<file path="src/rtl/aes_shift_mix_stage.sv">
// AES forward round back-end: ShiftRows, MixColumns, AddRoundKey.
// Elastic valid/ready stage with a DEPTH-entry output buffer.
module aes_shift_mix_stage #(
  parameter int DEPTH   = 2,
  parameter bit USE_KEY = 1'b1
) (
  input  logic         clk,
  input  logic         rst,
  input  logic         IN_VALID,
  output logic         IN_READY,
  input  logic [127:0] IN_DATA,
  input  logic [127:0] ROUND_KEY,
  input  logic         LAST_ROUND,
  output logic         OUT_VALID,
  input  logic         OUT_READY,
  output logic [127:0] OUT_DATA,
  output logic         OUT_LAST
);

  localparam int AW = $clog2(DEPTH);
  localparam logic [AW:0] FULL = (AW+1)'(DEPTH);

  function automatic logic [7:0] xtime(input logic [7:0] x);
    return {x[6:0], 1'b0} ^ (x[7] ? 8'h1b : 8'h00);
  endfunction

  function automatic logic [31:0] mix_col(input logic [31:0] c);
    logic [7:0] s0, s1, s2, s3;
    s0 = c[31:24];
    s1 = c[23:16];
    s2 = c[15:8];
    s3 = c[7:0];
    return {xtime(s0) ^ xtime(s1) ^ s1 ^ s2 ^ s3,
            s0 ^ xtime(s1) ^ xtime(s2) ^ s2 ^ s3,
            s0 ^ s1 ^ xtime(s2) ^ xtime(s3) ^ s3,
            xtime(s0) ^ s0 ^ s1 ^ s2 ^ xtime(s3)};
  endfunction

  // Row r of column c takes the byte from column (c+r) mod 4.
  function automatic logic [127:0] shift_rows(input logic [127:0] d);
    logic [127:0] o;
    o = '0;
    for (int c = 0; c < 4; c++) begin
      for (int r = 0; r < 4; r++) begin
        o[127-8*(4*c+r) -: 8] = d[127-8*(4*((c+r)%4)+r) -: 8];
      end
    end
    return o;
  endfunction

  logic [127:0] shifted;
  logic [127:0] mixed;
  logic [127:0] result;

  logic [128:0] mem_q [DEPTH];
  logic [AW-1:0] wptr_q, wptr_d;
  logic [AW-1:0] rptr_q, rptr_d;
  logic [AW:0]   count_q, count_d;
  logic          in_ready_q;
  logic          push, pop;
  logic          out_valid;

  // Round datapath ahead of the buffer write.
  always_comb begin
    shifted = shift_rows(IN_DATA);
    mixed   = shifted;
    if (!LAST_ROUND) begin
      for (int c = 0; c < 4; c++) begin
        mixed[127-32*c -: 32] = mix_col(shifted[127-32*c -: 32]);
      end
    end
    result = USE_KEY ? (mixed ^ ROUND_KEY) : mixed;
  end

  assign out_valid = (count_q != '0);
  assign push      = IN_VALID & in_ready_q;
  assign pop       = out_valid & OUT_READY;

  // Next-state pointers and occupancy.
  always_comb begin
    wptr_d  = wptr_q;
    rptr_d  = rptr_q;
    count_d = count_q;
    if (push) wptr_d = wptr_q + 1'b1;
    if (pop)  rptr_d = rptr_q + 1'b1;
    if (push && !pop)      count_d = count_q + 1'b1;
    else if (pop && !push) count_d = count_q - 1'b1;
  end

  // Buffer control state; ready is registered from next occupancy.
  always_ff @(posedge clk or posedge rst) begin
    if (rst) begin
      wptr_q     <= '0;
      rptr_q     <= '0;
      count_q    <= '0;
      in_ready_q <= 1'b0;
    end else begin
      wptr_q     <= wptr_d;
      rptr_q     <= rptr_d;
      count_q    <= count_d;
      in_ready_q <= (count_d != FULL);
    end
  end

  // Buffer storage: {last, data}.
  always_ff @(posedge clk) begin
    if (push) mem_q[wptr_q] <= {LAST_ROUND, result};
  end

  assign IN_READY  = in_ready_q;
  assign OUT_VALID = out_valid;
  assign OUT_DATA  = out_valid ? mem_q[rptr_q][127:0] : '0;
  assign OUT_LAST  = out_valid ? mem_q[rptr_q][128] : 1'b0;

endmodule

</file>
<file path="config.mk">
export PLATFORM = sky130hd
export DESIGN_NAME = aes_shift_mix_stage
export DESIGN_NICKNAME = d
export VERILOG_FILES = /design/src/rtl/aes_shift_mix_stage.sv
export SDC_FILE = /design/constraint.sdc
export NUM_CORES = 1
export LEC_CHECK = 0
export CELL_PAD_IN_SITES_DETAIL_PLACEMENT = 1
export CELL_PAD_IN_SITES_GLOBAL_PLACEMENT = 2
export CORE_MARGIN = 5
export CORE_UTILIZATION = 38
export DETAILED_ROUTE_END_ITERATION = 12
export GPL_ROUTABILITY_DRIVEN = 0
export PLACE_DENSITY = 0.86
export SYNTH_ARGS = -nofsm -noshare
export SYNTH_HDL_FRONTEND = slang
export SYNTH_SLANG_ARGS = --single-unit
</file>
<file path="constraint.sdc">
create_clock -name clk -period 17.9 [get_ports clk]
set_input_delay 4.475 -clock clk [delete_from_list [all_inputs] [get_ports clk]]
set_output_delay 4.475 -clock clk [all_outputs]
set_load 0.01 [all_outputs]
</file>
# ---- Word-level counts from Yosys, hierarchy flattened
# Memory sizes are Yosys's and may differ from the RTL's.
# Cells that the tools add are included.
dict set report word_totals {
  reg_bits 5
  ramBits 258
  input_bits 261
  output_inout_bits 131
  word_cells 121
  n_memories 1
}
dict set report classes {
  addsub 4
  n_eq_ne 1
  n_mux 23
  bitwise 83
  n_reduce_logical 5
}
# memory words word_bits rd rd_clocked_by_memory_dff write_ports line
set memory_table {}
lappend memory_table {mem_q 2 129 1 0 1 55} ;# logic [128:0] mem_q [DEPTH];
# operator n
set op_table {}
lappend op_table {{$xor A8 B8 Y8} 64}
lappend op_table {{$mux W128} 2}
lappend op_table {{$xor A128 B128 Y128} 1}
lappend op_table {{$xor A8 B5 Y8} 16}
lappend op_table {{$mux W5} 16}
lappend op_table {{$mux W2} 2}
lappend op_table {{$mux W1} 3}
lappend op_table {{$add A1 B1 Y1 const B} 2}
lappend op_table {{$add A2 B1 Y2 const B} 1}
lappend op_table {{$and A1 B1 Y1} 2}
lappend op_table {{$logic_and A1 B1 Y1} 2}
lappend op_table {{$logic_not A1 Y1} 2}
lappend op_table {{$ne A2 B2 Y1 const B} 1}
lappend op_table {{$reduce_bool A2 Y1} 1}
lappend op_table {{$sub A2 B1 Y2 const B} 1}

# ---- Depth between registers and ports, before layout
dict set report depth {
  depth_word 8
  ltp_mapped 7
}

# ---- Worst setup path after synthesis
# Ideal clock, no wire load.
dict set report synth_path {
  path_kind {input -> register}
  start {input IN_VALID}
  end {memory mem_q[0][0] (enable)}
  setup_ns 0.619
  arrival_time_ns 9.951
  required_time_ns 17.281
  slack_ns 7.330
  cell_stages 2
  cell_sequence {nand2_1 > nor2_1}
}
dict set report synth_via {
  elab_chain_cells 3
}
# item line
set synth_rtl {}
lappend synth_rtl {{start, declared} 9} ;# input logic IN_VALID,
lappend synth_rtl {{$and A1 B1 Y1} 76} ;# assign push = IN_VALID & in_ready_q;
lappend synth_rtl {{$mux W1} 107} ;# if (push) mem_q[wptr_q] <= {LAST_ROUND, result};
lappend synth_rtl {{$mux W1 (implied by the code)} 107}
lappend synth_rtl {{end, declared} 55}
# No other way between the ends.

# ---- Final worst setup path
dict set report layout_path {
  start {register count_q[0]}
  end {output OUT_DATA[10]}
}
dict set report layout_via {
  elab_chain_cells 2
}
# item line
set layout_rtl {}
lappend layout_rtl {{start, declared} 58} ;# logic [AW:0] count_q, count_d;
lappend layout_rtl {{start signal, assigned} 100} ;# count_q <= count_d;
lappend layout_rtl {{$reduce_bool A2 Y1} 75} ;# assign out_valid = (count_q != '0);
lappend layout_rtl {{$mux W128} 112} ;# assign OUT_DATA = out_valid ? mem_q[rptr_q][127:0] : '0;
lappend layout_rtl {{end, declared} 16} ;# output logic [127:0] OUT_DATA,
# No other way between the ends.

==> out/qor.yml <==
status: "finished clean"
htree_num_levels: 1
criticalPathCategory: "register to output pin"
powerDensity_nw_per_um2: 126.5
numPortBuffers: 391
ys_types: 30
clk_latency_ps: 570
combPwrFrac: 0.472
p_int_uw: 1915
via_per_inst: 4.860
total_power_uw: 2880
p_leak_uw: 0.009664
num-fill-cells: 4662
drive_gt1_frac: 0.04647
firstDrtPassIters: 5
syn_inst: 1300
startpoint_type: "register"
use_met1: 0.2432
post_cts_resized: 0
rsz0062_at_grt: "false"
gr-usage-met3: 0.03498
final_nets: 1899
crit_fanout: 102
maxCapViolCount: 0
postCtsSetupRepairBufs: 0
drtIter0Drc: 705
tightest_slew_ps: 1218
drv_slew: 0
wire_per_inst_um: 21.83
cts_hold_buf: 0
async_flop_share: 0.01901
synth_area_per_cell_um2: 13.47
syn-cell-area_um2: 17510
cp_cell_sequence: "inv_1, ha_4, buf_4, nor2_1, clkdlybuf4s50_1"
utilization: 0.5004
grtUsageMet2: 0.3348
critPathMaxStageDelay_ps: 880
final_cell_mix: "390 x clkdlybuf4s50_1, 258 x edfxtp_1, 185 x xor2_1"
min_path_type: "register to register"
fin_ws_ps: 10080
synth-seq-cells: 263
top_usage_layer: "met2"
dieArea_um2: 50480
clock_path_buffers: 3
layout_commonest_cell: "clkdlybuf4s50_1"
ys_seq_area_frac: 0.4495
grt_max_degree: 143
drt.antenna.violating_nets: 0
clk_pin_slew_worst_paths_ps: 60
die_w_um: 224.7
layout_worst_path_cycle_share: 0.4368
skew_ps: 9.559
hold_viol_final: 0
vias: 10990
pre_cts_ws_ps: 10550
critPathArrivalTime_ps: 3340
fp.dieH_um: 224.7
dp.final_hpwl_um: 37050
globalRouteTotalUtil: 0.1879
wirelength_um: 49380
start_util: 0.3851
core.rowCount: 78
syn_nets: 1562
vdd.ir_drop.worst_uv: 92.56
max_freq_ghz: 0.1279
drcViolationCount: 0
synth_top_area_frac: 0.4424
grt_pass1_wl_um: 73590
pwr-share-seq: 0.326
slew_headroom: 0.1878
ys_top_cells_by_area: "edfxtp_1 44%, xnor3_1 19%, xor2_1 9.3%"
root_buffer: "clkbuf_16"
area_growth_pct: 29.96
crit_slowest_cell: "buf_4"
p_switching_uw: 965.2
grt_overflow: 0
synth-main-ff-cell: "edfxtp_1"
setup_viol: 0
cp_data_required_time_ps: 13430
grt_pass1_vias: 12170
p_clk_frac: 0.202
antenna_found_initial: 5
pin_count: 392
clock_sinks: 263
core_um2: 45480
yosys_warnings: 0
cp-end-kind: "output pin"
synth_top_area_cell: "edfxtp_1"
synth_edf_count: 258
swShare: 0.3352
cts-buffers-inserted: 30
cts_tree: "built"
min_period_ps: 7819
finalSetupTns_ps: 0
[per-layer routing]
metal | wire length, um | vias up
li1 | - | 5207
met5 | 13 | -
met3 | 2481 | 42
met1 | 21050 | 5492
met4 | 648 | 2
met2 | 25180 | 250
[cell type report]
| cell class | instances | area (um2) | area share |
|---|---|---|---|
| Clock inverter | 15 | 117.6 | 0.005168 |
| Inverter | 4 | 15.01 | 0.0006597 |
| Antenna cell | 5 | 12.51 | 0.0005498 |
| Multi-Input combinational cell | 940 | 9221 | 0.4052 |
| Tap cell | 600 | 750.7 | 0.03299 |
| Sequential cell | 263 | 7876 | 0.3461 |
| Timing Repair Buffer | 398 | 3968 | 0.1743 |
| Clock buffer | 37 | 798.3 | 0.03507 |
[sequential cells by signal, summed over array words and instances (netlist names)]
| signal | count |
|---|---|
| IN_READY | 1 |
| mem_q | 258 |
| wptr_q | 1 |
| count_q | 2 |
| rptr_q | 1 |
[power groups by stage]
| stage | Combinational, uW | Clock, uW | Sequential (uW) |
|---|---|---|---|
| final | 1360 | 582 | 938 |
| after global routing | 1460 | 628 | 950 |
| after detailed placement | 1380 | 0 | 952 |
| after CTS | 1390 | 598 | 941 |
| after global placement | 1360 | 0 | 941 |
| after floorplan | 764 | 0 | 941 |
[critical path: cells and delay by family (launching register included)]
family	cells	cell delay (ps)
adder cells (fa/ha/maj)	1	400
buffers and inverters	3	1550
flip-flops	1	410
AND/OR/NAND/NOR	1	240
[kinds of logic after synthesis]
| kind of cell | Yosys count | synth area share |
|---|---|---|
| multiplexers | 144 | 0.08230 |
| flip-flops | 263 | 0.4495 |
| XOR/XNOR | 423 | 0.3531 |
| buffers and inverters | 97 | 0.02536 |
| adder cells (fa/ha/maj) | 1 | 0.0007143 |
| AO/OA/AOI/OAI | 119 | 0.03429 |
| AND/OR/NAND/NOR | 253 | 0.05473 |
[metrics by stage]
stage,std cells,hold slack [ps],cell area (um2)
CTS,2257,524.9,22750
floorplan,1300,460.4,17510
finish,2262,529.2,22760
global route,2259,540.5,22750
global placement,2205,504.2,21830
detailed placement,2205,512.7,21830
[synth_stat cells (10+ instances only)]
library cell and count:
mux2i_1 144, xnor2_1 49, o21ai_1 51, o21ai_0 65, nor2_1 133, buf_2 26, xor2_1 185, xnor3_1 149
xor2_2 14, xnor2_2 10, edfxtp_1 258, xor3_1 12, clkbuf_1 48, nand2_1 116
[path summary, 6_finish.rpt]
kind                            start            to  slack, ps  cells after the start
max in group asynchronous         rst        rptr_q      13560                      2
min                        count_q[0]    count_q[0]        530                      1
min reg2reg                count_q[0]    count_q[0]        530                      1
max reg2reg                count_q[0]      IN_READY      15070                      7
max                        count_q[0]  OUT_DATA[10]      10080                      5
min in group asynchronous         rst    count_q[0]       4130                      2
No activity file was read; power rests on OpenSTA's default activity.
